[config.mk]
export PLATFORM = sky130hd
export DESIGN_NAME = sb_shadow
export DESIGN_NICKNAME = d
export VERILOG_FILES = /design/src/rtl/sb_shadow.sv
export SDC_FILE = /design/constraint.sdc
export NUM_CORES = 1
export LEC_CHECK = 0
export ABC_AREA = 1
export BUFFER_PORTS_ARGS = -buffer_cell sky130_fd_sc_hd__buf_4
export CORE_MARGIN = 5
export CORE_UTILIZATION = 50
export DETAILED_ROUTE_END_ITERATION = 6
export PLACE_DENSITY = 0.69
export RECOVER_POWER = 25
export SLEW_MARGIN = 40
export SYNTH_ARGS = -nofsm -noshare
export SYNTH_HDL_FRONTEND = slang
export SYNTH_SLANG_ARGS = --single-unit
export TNS_END_PERCENT = 30
[constraint.sdc]
create_clock -name clk -period 1.5 [get_ports clk]
set_input_delay 0 -clock clk [delete_from_list [all_inputs] [get_ports clk]]
set_output_delay 0 -clock clk [all_outputs]
set_load 0.05 [all_outputs]
[src/rtl/sb_shadow.sv]
// sb_shadow: switchbox for one routing-grid intersection.
//
// Each output track on each side has its own 4:1 source mux. The mux can select
// one of the three other sides, or it can be switched off (drives 0). The routing
// comes from an "active" configuration register.
//
// A new configuration is shifted serially into a "shadow" register through the
// fabric config chain. The routing keeps running on the active copy meanwhile.
// A commit pulse copies shadow to active in one cycle, but only when exactly
// CFG_BITS bits have been shifted since the last commit or since entering LOAD.
//
// Optional feature (macro SB_OUTPUT_REG_EN):
//   - Each output field gains a "reg" bit.
//   - When reg=1, that output is taken from a pipeline flop instead of the
//     combinational mux.
//
// Field layout, track i, output direction d (N=0, E=1, S=2, W=3):
//   base = (i*4+d)*(2+R)
//   sel  = [base+1:base]
//   reg  = [base+2]      (only when R=1)
module sb_shadow #(
  parameter int WIDTH = 32
) (
  input  logic             clk,
  input  logic             nrst,
  input  logic             en,
  input  logic             config_en,
  input  logic             config_data_in,
  output logic             config_data_out,
  input  logic             commit,
  output logic             cfg_busy,
  output logic             cfg_valid,
  output logic             cfg_error,
  input  logic [WIDTH-1:0] north_in,
  input  logic [WIDTH-1:0] east_in,
  input  logic [WIDTH-1:0] south_in,
  input  logic [WIDTH-1:0] west_in,
  output logic [WIDTH-1:0] north_out,
  output logic [WIDTH-1:0] east_out,
  output logic [WIDTH-1:0] south_out,
  output logic [WIDTH-1:0] west_out
);

`ifdef SB_OUTPUT_REG_EN
  localparam int R = 1;
`else
  localparam int R = 0;
`endif
  localparam int FW       = 2 + R;
  localparam int CFG_BITS = WIDTH * 4 * FW;
  localparam int CW       = $clog2(CFG_BITS + 1);

  typedef enum logic {
    ST_RUN,
    ST_LOAD
  } state_t;

  state_t                state_q, state_d;
  logic [CFG_BITS-1:0]   shadow_q, shadow_d;
  logic [CFG_BITS-1:0]   active_q, active_d;
  logic [CW-1:0]         cnt_q, cnt_d;
  logic                  valid_q, valid_d;
  logic                  error_q, error_d;
  logic                  shift_req;

  assign shift_req = en & config_en;

  // Next state for the RUN/LOAD mode machine.
  always_comb begin
    // NOTE: every combinational output gets a default first, so no path leaves
    // it unassigned and no latch is inferred.
    state_d = state_q;
    unique case (state_q)
      ST_RUN:  if (config_en)  state_d = ST_LOAD;
      ST_LOAD: if (!config_en) state_d = ST_RUN;
      default: state_d = ST_RUN;
    endcase
  end

  // Datapath: shift the shadow chain, count bits, and evaluate commits.
  always_comb begin
    shadow_d = shadow_q;
    active_d = active_q;
    cnt_d    = cnt_q;
    valid_d  = valid_q;
    error_d  = error_q;
    if (state_q == ST_RUN) begin
      // Entering LOAD starts a fresh bit count. A commit in RUN is ignored.
      if (config_en) cnt_d = '0;
      if (shift_req) shadow_d = {shadow_q[CFG_BITS-2:0], config_data_in};
    end else if (commit) begin
      // The commit is judged on the pre-shift count. Any shift requested in
      // the same cycle is dropped.
      if (cnt_q == CW'(CFG_BITS)) begin
        active_d = shadow_q;
        valid_d  = 1'b1;
        error_d  = 1'b0;
      end else begin
        error_d  = 1'b1;
      end
      cnt_d = '0;
    end else if (shift_req) begin
      shadow_d = {shadow_q[CFG_BITS-2:0], config_data_in};
      if (cnt_q != CW'(CFG_BITS)) cnt_d = cnt_q + CW'(1);
    end
  end

  // State and configuration registers. Reset to all 1s leaves every output off.
  always_ff @(posedge clk or negedge nrst) begin
    if (!nrst) begin
      state_q  <= ST_RUN;
      shadow_q <= '1;
      active_q <= '1;
      cnt_q    <= '0;
      valid_q  <= 1'b0;
      error_q  <= 1'b0;
    end else begin
      // NOTE: sequential state uses non-blocking assignments, so every flop
      // samples the pre-edge values regardless of statement order.
      state_q  <= state_d;
      shadow_q <= shadow_d;
      active_q <= active_d;
      cnt_q    <= cnt_d;
      valid_q  <= valid_d;
      error_q  <= error_d;
    end
  end

  assign config_data_out = shadow_q[CFG_BITS-1];
  assign cfg_busy        = (state_q == ST_LOAD);
  assign cfg_valid       = valid_q;
  assign cfg_error       = error_q;

  // Routing fabric. Inputs and outputs are packed by direction index.
  logic [3:0][WIDTH-1:0] dir_in;
  logic [3:0][WIDTH-1:0] dir_out;

  assign dir_in[0] = north_in;
  assign dir_in[1] = east_in;
  assign dir_in[2] = south_in;
  assign dir_in[3] = west_in;

  for (genvar d = 0; d < 4; d++) begin : g_dir
    for (genvar i = 0; i < WIDTH; i++) begin : g_trk
      localparam int BASE = (i * 4 + d) * FW;
      logic [1:0] sel;
      logic [1:0] src;
      logic       route;

      // sel 00/01/10 picks direction (d+1)/(d+2)/(d+3) mod 4.
      // The 2-bit sum wraps modulo 4, which gives the mod 4 for free.
      assign sel   = active_q[BASE+1:BASE];
      assign src   = 2'(d + 1) + sel;
      assign route = (sel == 2'b11) ? 1'b0 : dir_in[src][i];

`ifdef SB_OUTPUT_REG_EN
      logic pipe_q;

      // Pipeline flop: captures the mux result on every edge, whatever the
      // config mode.
      always_ff @(posedge clk or negedge nrst) begin
        if (!nrst) pipe_q <= 1'b0;
        else       pipe_q <= route;
      end

      assign dir_out[d][i] = active_q[BASE+2] ? pipe_q : route;
`else
      assign dir_out[d][i] = route;
`endif
    end
  end

  assign north_out = dir_out[0];
  assign east_out  = dir_out[1];
  assign south_out = dir_out[2];
  assign west_out  = dir_out[3];

endmodule

## Word level (Yosys, flattened, before mapping)

Index checks and enable logic that the tools add are counted.
W data, S select, Z words.

| storage, ports and cells | value |
|---|---|
| logic and storage cells | 763 |
| register bits | 524 |
| output and inout bits | 132 |
| bits of input ports | 134 |

| operators by class | value |
|---|---|
| order comparisons | 128 |
| add/sub/neg operators | 97 |
| muxes and demuxes | 394 |
| bitwise logic cells | 1 |
| reductions and logical operators | 4 |
| eq/ne operators | 133 |

Operator list:

| operator | number |
|---|---|
| $bmux W32 S2 | 128 |
| $mux W256 | 3 |
| $lt A2 B3 Y1 const B | 128 |
| $eq A2 B2 Y1 const B | 128 |
| $mux W1 | 134 |
| $add A2 B2 Y2 const A | 64 |
| $mux W32 | 4 |
| $mux W31 | 4 |
| $mux W30 | 4 |
| $mux W29 | 4 |
| $mux W28 | 4 |
| $mux W27 | 4 |
| $mux W26 | 4 |
| $mux W25 | 4 |
| $mux W24 | 4 |
| $mux W23 | 4 |
| $mux W22 | 4 |
| $mux W21 | 4 |
| $mux W9 | 9 |
| $mux W20 | 4 |
| $mux W19 | 4 |
| $mux W18 | 4 |
| $mux W17 | 4 |
| $add A1 B2 Y2 const A | 32 |
| other kinds (23) | 67 |

## Depth between registers and ports, before layout

Gate-level depths: netlist of the first run.

| depth | value |
|---|---|
| depth in word-level cells | 5 |
| mapped depth | 11 |
| depth with buffers taken out | 9 |

## Worst setup path after synthesis of the first run

Ideal clock, no wire load.

| timing | value |
|---|---|
| path kind | reg-to-reg |
| start point | register state_q, in the netlist cfg_busy |
| end point | register shadow_q[212] |
| path buffers | 2 |
| setup time | 82 ps |
| cell stages (with the launch flop) | 6 |
| setup slack | -323 ps |
| period minus slack after synthesis | 1823 ps |
| arrival time | 1741 ps |
| cells stage by stage | dfrtp_1 > nand2_2 > nand2_1 > buf_4 > buf_2 > mux2_2 |

| on the way | value |
|---|---|
| longest elaborated chain between the ends | 1 |
| elaborated cells on any way between the ends | 2 |
| classes of those cells | 1 x eq/ne; 1 x mux |

RTL lines:

| element | line | source |
|---|---|---|
| start, declared | 58 | `state_t state_q, state_d;` |
| start signal, assigned | 120 | `state_q <= state_d;` |
| $ne A2 B2 Y1 (no line) or $mux W256 (tied branches) | - |  |
| end signal, assigned | 121 | `shadow_q <= shadow_d;` |
| end, declared | 59 | `logic [CFG_BITS-1:0] shadow_q, shadow_d;` |

Several ways; a longest one is shown, not always the timed one.
A chain may end at the register's enable or synchronous reset.

## Final worst setup path of the first run

| timing | value |
|---|---|
| start point | register active_q[229] |
| end point | output south_out[28] |

| on the way | value |
|---|---|
| longest elaborated chain between the ends | 4 |
| elaborated cells on any way between the ends | 5 |
| classes of those cells | 1 x add/sub; 1 x eq/ne; 3 x mux |

RTL lines:

| element | line | source |
|---|---|---|
| start, declared | 60 | `logic [CFG_BITS-1:0] active_q, active_d;` |
| start signal, assigned | 122 | `active_q <= active_d;` |
| $add A2 B2 Y2 | 153 | `assign src = 2'(d + 1) + sel;` |
| $bmux W32 S2 | 154 | `assign route = (sel == 2'b11) ? 1'b0 : dir_in[src][i];` |
| $mux W29 (implied by the code) | 154 |  |
| $mux W1 * | 154 |  |
| end, declared | 40 | `output logic [WIDTH-1:0] south_out,` |

Mark *: on every way between the ends. The rest lies on a longest branch, timed or not. The select of a mux whose other input is x is not followed.

==> results of run 1 <==
==> power by group through the flow <==
stage,registers [mW],clock network (mW),logic [mW]
finish,18.7,14.3,5.13
global route,19.0,15.1,5.72
CTS,18.5,14.5,5.00
detailed placement,18.7,0,4.80
global placement,18.6,0,4.61
floorplan,18.3,0,3.39
==> state kept, by name, summed over array words and instances (netlist names) <==
signal / cells
cfg_valid: 1
cfg_busy: 1
cfg_error: 1
active_q: 256
cnt_q: 9
shadow_q: 256
==> cell usage in the layout (no fill, tap or decap), types with 8 or more instances in the layout <==
cell,n
nand3_1,21
buf_8,8
o211ai_1,64
nand2_1,567
o21ai_1,126
nor2_1,69
clkbuf_16,76
clkbuf_1,9
a21oi_1,120
a21oi_2,84
nand2_2,95
dfrtp_1,11
clkinv_2,11
mux2_2,42
inv_1,294
buf_12,41
o31ai_4,18
buf_16,33
clkbuf_8,16
o31ai_1,33
ha_4,64
buf_6,63
o31ai_2,13
o21ai_2,159
buf_4,373
o21ai_0,194
dfstp_2,512
nand2_4,48
==> timing repair <==
action | CTS | global route
hold endpoints to repair | 152 | 0
setup buffers | 85 | 31
pin swaps | 117 | 110
hold buffers | 4 | 0
endpoints found under the setup margin | 430 | 503
cloned | 31 | 33
gates resized for setup | 449 | 318
==> layer usage <==
metal  track usage, %  part of all wire, %
met4             6.82                  3.0
met5                0                    0
met3             3.18                  5.1
met1             29.8                   40
met2             39.3                   51
==> cells by family (layout without fill, tap and decap cells) <==
family | after synthesis | in the layout | share of synthesized area [%]
fa+ha+maj | 66 | 66 | 3.22
buf+inv | 534 | 952 | 10.8
simple gates | 809 | 809 | 12.1
compound gates | 819 | 819 | 18.3
flops | 524 | 524 | 53.7
mux | 42 | 42 | 1.85
xor+xnor | 1 | 1 | 0.0342
==> area by class of cell <==
cell class	instances	area, um2
clock buffers	80	1650
clock inverters	20	260
fillers	3518	15700
inverters	299	1150
multi-input cells	1737	11600
flip-flops and latches	524	13800
well taps	680	851
repair buffers	545	5910
repair inverters	8	169
==> through the flow <==
step	instance area (um2)	total power [mW]	util [%]
5_1_grt	35300	39.8	69.3
2_1_floorplan	25600	21.7	-
3_5_place_dp	28000	23.5	54.9
6_report	35300	38.2	69.3
4_1_cts	33500	38.1	65.7
3_3_place_gp	28000	23.2	54.9
==> critical path, stage by stage (launching register included) <==
cell and delay (ns):
dfstp_2 0.56, ha_4 0.21, a21oi_2 0.09, o21ai_1 0.08
a21oi_2 0.20, buf_6 0.15, buf_12 0.13
==> worst max-delay path by stage <==
stage / slack (ns) / end / startpoint / depth (start not counted)
3_3_place_gp: -0.23 / active_q[28] / cnt_q[0] / 10
6_report: -0.54 / south_out[28] / active_q[229] / 6
4_1_cts: -0.57 / south_out[28] / active_q[228] / 6
3_5_place_dp: -0.26 / active_q[29] / cnt_q[1] / 10
5_1_grt: -0.59 / north_out[29] / active_q[233] / 5
2_1_floorplan: -0.05 / active_q[13] / cnt_q[0] / 11
==> summary.md, run 1 <==
| Metric | Value |
|---|---|
| PwrDens | around 1100 mW/mm2 |
| Switch Pwr | 10.3 mW |
| Die area | 0.0559 mm2 |
| CTS sink count | approximately 520 |
| Peak VDD IR | just over 0.7 mV |
| # rows | 83 |
| Worst reg2reg setup slack | -0.42 ns |
| Root buffer cell | clkbuf_16 |
| Sw Share | 27.0% |
| Crit path DAT | 2.04 ns |
| DR vias/cell | 5.41 |
| Hold Crit Class | input port to flop |
| Max_cap viols | 1 |
| Max Buffers Root-to-Sink | 3 |
| CTS Buf Count | 54 |
| Post-route ant nets | 0 |
| Top-area cell type share of the netlist area | 52.5% |
| CP endpoint kind | output port |
| Final period utilization | 136% |
| Data required time of the critical path | 1.50 ns |
| Yosys top cell by area | dfstp_2 |
| Initial Util | 50.2% |
| Fin Clk Skew | 0.0266 ns |
| CTS tree | yes |
| Syn Inst Count | approximately 2800 |
| Status | complete, but fails checks |
| Chip Height | 236 um |
| R2R Path End | active_q[115] |
| Sequential share of the synthesized area | 53.7% |
| Hold Path Depth | 6 |
| YS warnings | 0 |
| Fin cells | 3893 |
| # setup viols final | 425 |
| LEAKAGE | 15.7 nW |
| Syn Std Cell Area | 0.0256 mm2 |
| Reg-to-reg startpoint | cnt_q[1] |
| DRT iter0 DRCs | 1359 |
| Clock-pin slew on the worst setup and hold paths | 0.06 ns |
| Flop pwr share | between 40% and 50% |
| Skew-Pair Late Insertion Delay | 0.60 ns |
| R2R cell count | 12 |
| WS Path Type | flop to output port |
| Ys async rst share | 100% |
| Setup ws final | -0.536 ns |
| Hold_sp | en |
| Count leader, synth | nand2_1 |
| Power share of the clock group | 37.5% |
| Grt ovf | 0 |
| Hold WS | 0.0833 ns |
| Vias | 21100 |
| Avg Cell Area, Syn | ~9 um2 |
| Die Width | about 240 um |
| CP startpoint kind | flop |
| Failing checks | max-capacitance violations, max-slew violations, negative setup slack |
| Gpl congestion | about 0.85 |
| Main synth FF type | dfstp_2 |
| Worst slack at placement | -0.264 ns |
| Pin count of the biggest net entering global routing | 74 |
| N_diodes | 0 |
| Fmax | 0.491 GHz |
| Tmin final | 2.04 ns |
| DR pass1 iterations | 5 |
| Remaining DRCs | 0 |
| Layout cells sized above 1 | between 50 and 60% |
| Hold Path Sink | shadow_q[224] |
| Number of global-route vias before repair | 21000 |
| Fin. max-slew vios | 37 |
| Core region area | between 0.05 and 0.06 mm2 |
| FF+latch count, synth | between 500 and 600 |
| Post-synth EDFFs | 0 |
| Initial antenna violation count | 0 |
| Mapped Nets | ~3000 |
| Most frequent cells after synthesis | nand2_1 (709), dfstp_2 (512), o21ai_0 (317), inv_1 (295), a21oi_1 (207) |
| IO Port Bufs | 265 |
| Final wirelength | about 72000 um |
| RSZ-0062 raised after global routing | true |
| Synth-to-Final Area Change | 37.9% |
| GRT Util Overall | 22.7% |
| Total negative slack | -113.99 ns |
| Wirelength per Cell | 18.5 um |
| Synth top area cells | dfstp_2 (53%), nand2_1 (10%), o21ai_0 (6.2%) |
| Tightest Pin Transition | approximately 1.6 ns |
| Placed cell count | 3614 |
| Relative slew slack | -4.36% |
| First-pass GRT wire length | roughly 110000 um |
| I/O pins | about 270 |
| Post-synthesis cell type count | 29 |
| Dpl hpwl | 38400 um |
| CP Max Fanout | 2 |
| Internal power | roughly 28 mW |
| H-tree Lvls | 2 |
| NumNets Final | 3369 |
| Combinational Power Share | between 10% and 20% |
| Final Hold Viols | 0 |
No activity file was read; power rests on OpenSTA's default activity.
==> run 2, diff against run 1 <==
SKIP_LAST_GASP = 1   (was not set)
==> run 2 against run 1 <==
Compared with the run above: the flow still finishes with violations (max-capacitance violations, max-slew violations, negative setup slack); cell count did not move; via count fell by 0.79%; combinational power fell by 1%; largest cell class unchanged; largest power group unchanged.
==> summary.md, run 2 (same netlist as run 1, synthesis figures left out) <==
| Metric | Value |
|---|---|
| Status | complete, but fails checks |
| Failing checks | max-capacitance violations, max-slew violations, negative setup slack |
| # rows | 83 |
| DR pass1 iterations | 7 |
| Top cell by count, worst path | a21oi_2 |
| Final Hold Viols | 0 |
| I/O pins | 266 |
| R2R Path End | active_q[69] |
| H-tree Lvls | 2 |
| Fin Clk Skew | 0.0312 ns |
| Worst Setup SP | active_q[229] |
| Final instance area | 0.0352 mm2 |
| CTS sink count | 524 |
| Final Util | 68.9% |
| Biggest regs | active_q x256, shadow_q x256, cnt_q x9 |
| CP Max Fanout | 2 |
| Grt ovf | 0 |
| Gpl congestion | 0.846 |
| Initial antenna violation count | 0 |
| Setup ws final | -0.537 ns |
| Data required time of the critical path | 1.50 ns |
| Post-route ant nets | 0 |
| Chip Height | 236 um |
| CP endpoint kind | output port |
| Tightest Pin Transition | 1.59 ns |
| Relative slew slack | -6.11% |
| Final period utilization | 136% |
| Register area | 0.0138 mm2 |
| N_diodes | 0 |
| Fmax | 0.491 GHz |
| Crit path DAT | roughly 2.0 ns |
| PwrDens | 1080 mW/mm2 |
| Commonest non-fill, non-tap cell in the layout | nand2_1 |
| IO Port Bufs | about 270 |
| Fin. max-slew vios | 37 |
| Slowest-stage cell, CP | dfstp_2 |
| Skew-Pair Late Insertion Delay | approximately 0.61 ns |
| RSZ-0062 raised after global routing | true |
| Max Buffers Root-to-Sink | 3 |
| Die area | 0.0559 mm2 |
| Core region area | 0.0510 mm2 |
| CTS tree | yes |
| CTS Buf Count | 54 |
| Wirelength per Cell | 18.2 um |
| Fill count | ~3500 |
| Dpl hpwl | 38400 um |
| Reg-to-reg startpoint | cnt_q[0] |
| GRT Util Overall | 22.7% |
| Tmin final | 2.04 ns |
| DRT iter0 DRCs | 1361 |
| Layout cells sized above 1 | 50.5% |
| Final wirelength | 70900 um |
| Placement Cell Area | 0.0280 mm2 |
| Remaining DRCs | 0 |
| WS Path Type | flop to output port |
| Vias | 20900 |
| CP startpoint kind | flop |
| Hold_sp | en |
| Initial Util | around half |
| Synth-to-Final Area Change | 37.2% |
| Number of global-route vias before repair | 21000 |
| Clock-pin slew on the worst setup and hold paths | 0.06 ns |
| Pin count of the biggest net entering global routing | 74 |
| Max incr delay on CP | 0.56 ns |
| Worst setup endpoint | south_out[28] |
| Area taken by multi-input logic gates | 0.0114 mm2 |
| NumNets Final | between 3000 and 4000 |
| DR vias/cell | 5.37 |
| Root buffer cell | clkbuf_16 |
| R2R cell count | 12 |
| LEAKAGE | between 15 and 20 nW |
| Worst reg2reg setup slack | -0.46 ns |
| Peak VDD IR | 0.760 mV |
| Hold Crit Class | input port to flop |
| # setup viols final | 441 |
| First-pass GRT wire length | 107000 um |
| Worst-path cell chain | ha_4 > a21oi_2 > o21ai_1 > a21oi_2 > buf_6 > buf_12 |
| Most frequent cells in the layout | nand2_1 (609), dfstp_2 (512), buf_4 (379) |
| Die Width | 236 um |
| Max_cap viols | 1 |
==> run 2: final cells by class <==
class                   instances  area share (%)
multi-input cells            1737            32.3
repair buffers                549            17.1
flip-flops and latches        524            39.1
repair inverters                4           0.303
clock buffers                  80            4.70
inverters                     299            3.27
clock inverters                20           0.740
well taps                     680            2.42
==> run 2: per-layer routing <==
| layer | vias up | global-route usage (%) | part of all wire (%) |
|---|---|---|---|
| met4 | 0 | 6.75 | 3.1 |
| met3 | 145 | 3.33 | 5.0 |
| met1 | 10300 | 29.5 | 41 |
| met5 | - | 0 | 0 |
| met2 | 642 | 39.5 | 51 |
| li1 | 9846 | - | - |
==> run 2: worst min-delay path by stage <==
| stage | endpoint | slack, ns | cells past startpoint |
|---|---|---|---|
| after floorplan | cfg_busy | -0.30 | 0 |
| after global placement | cfg_busy | 0.14 | 1 |
| after detailed placement | cfg_busy | 0.14 | 1 |
| after CTS | cnt_q[8] | 0.04 | 6 |
| after global routing | shadow_q[224] | 0.08 | 6 |
| final | shadow_q[224] | 0.07 | 6 |
==> run 2: worst max-delay path: cells and delay by family (launching register included) <==
kind	cells	cell delay, ns
flops	1	0.56
compound gates	3	0.37
buf+inv	2	0.28
fa+ha+maj	1	0.21
==> run 2: power by group <==
| group | internal, mW | switching (mW) |
|---|---|---|
| clock network | 8.63 | 5.67 |
| registers | 17.4 | 1.31 |
| logic | 1.83 | 3.25 |
==> run 2: repair_timing <==
item,4_1_cts,5_1_grt
pin swaps,111,68
endpoints found under the hold margin,152,0
setup endpoints to repair,430,503
cloned,31,31
resized for setup,406,266
hold buffers,4,0
setup buffers,85,35
==> run 2: per-stage QoR <==
stage          power (mW)  hold WS, ns  setup WS, ns  setup TNS, ns  instances
3_3_place_gp         23.2        0.142        -0.234         -42.92       3614
4_1_cts              38.1       0.0442        -0.567        -119.46       3834
6_report             38.1       0.0663        -0.537        -117.20       3893
3_5_place_dp         23.5        0.140        -0.264         -44.23       3614
5_1_grt              39.7       0.0774        -0.567        -203.70       3893
2_1_floorplan        21.7       -0.296       -0.0521         -10.23       2795
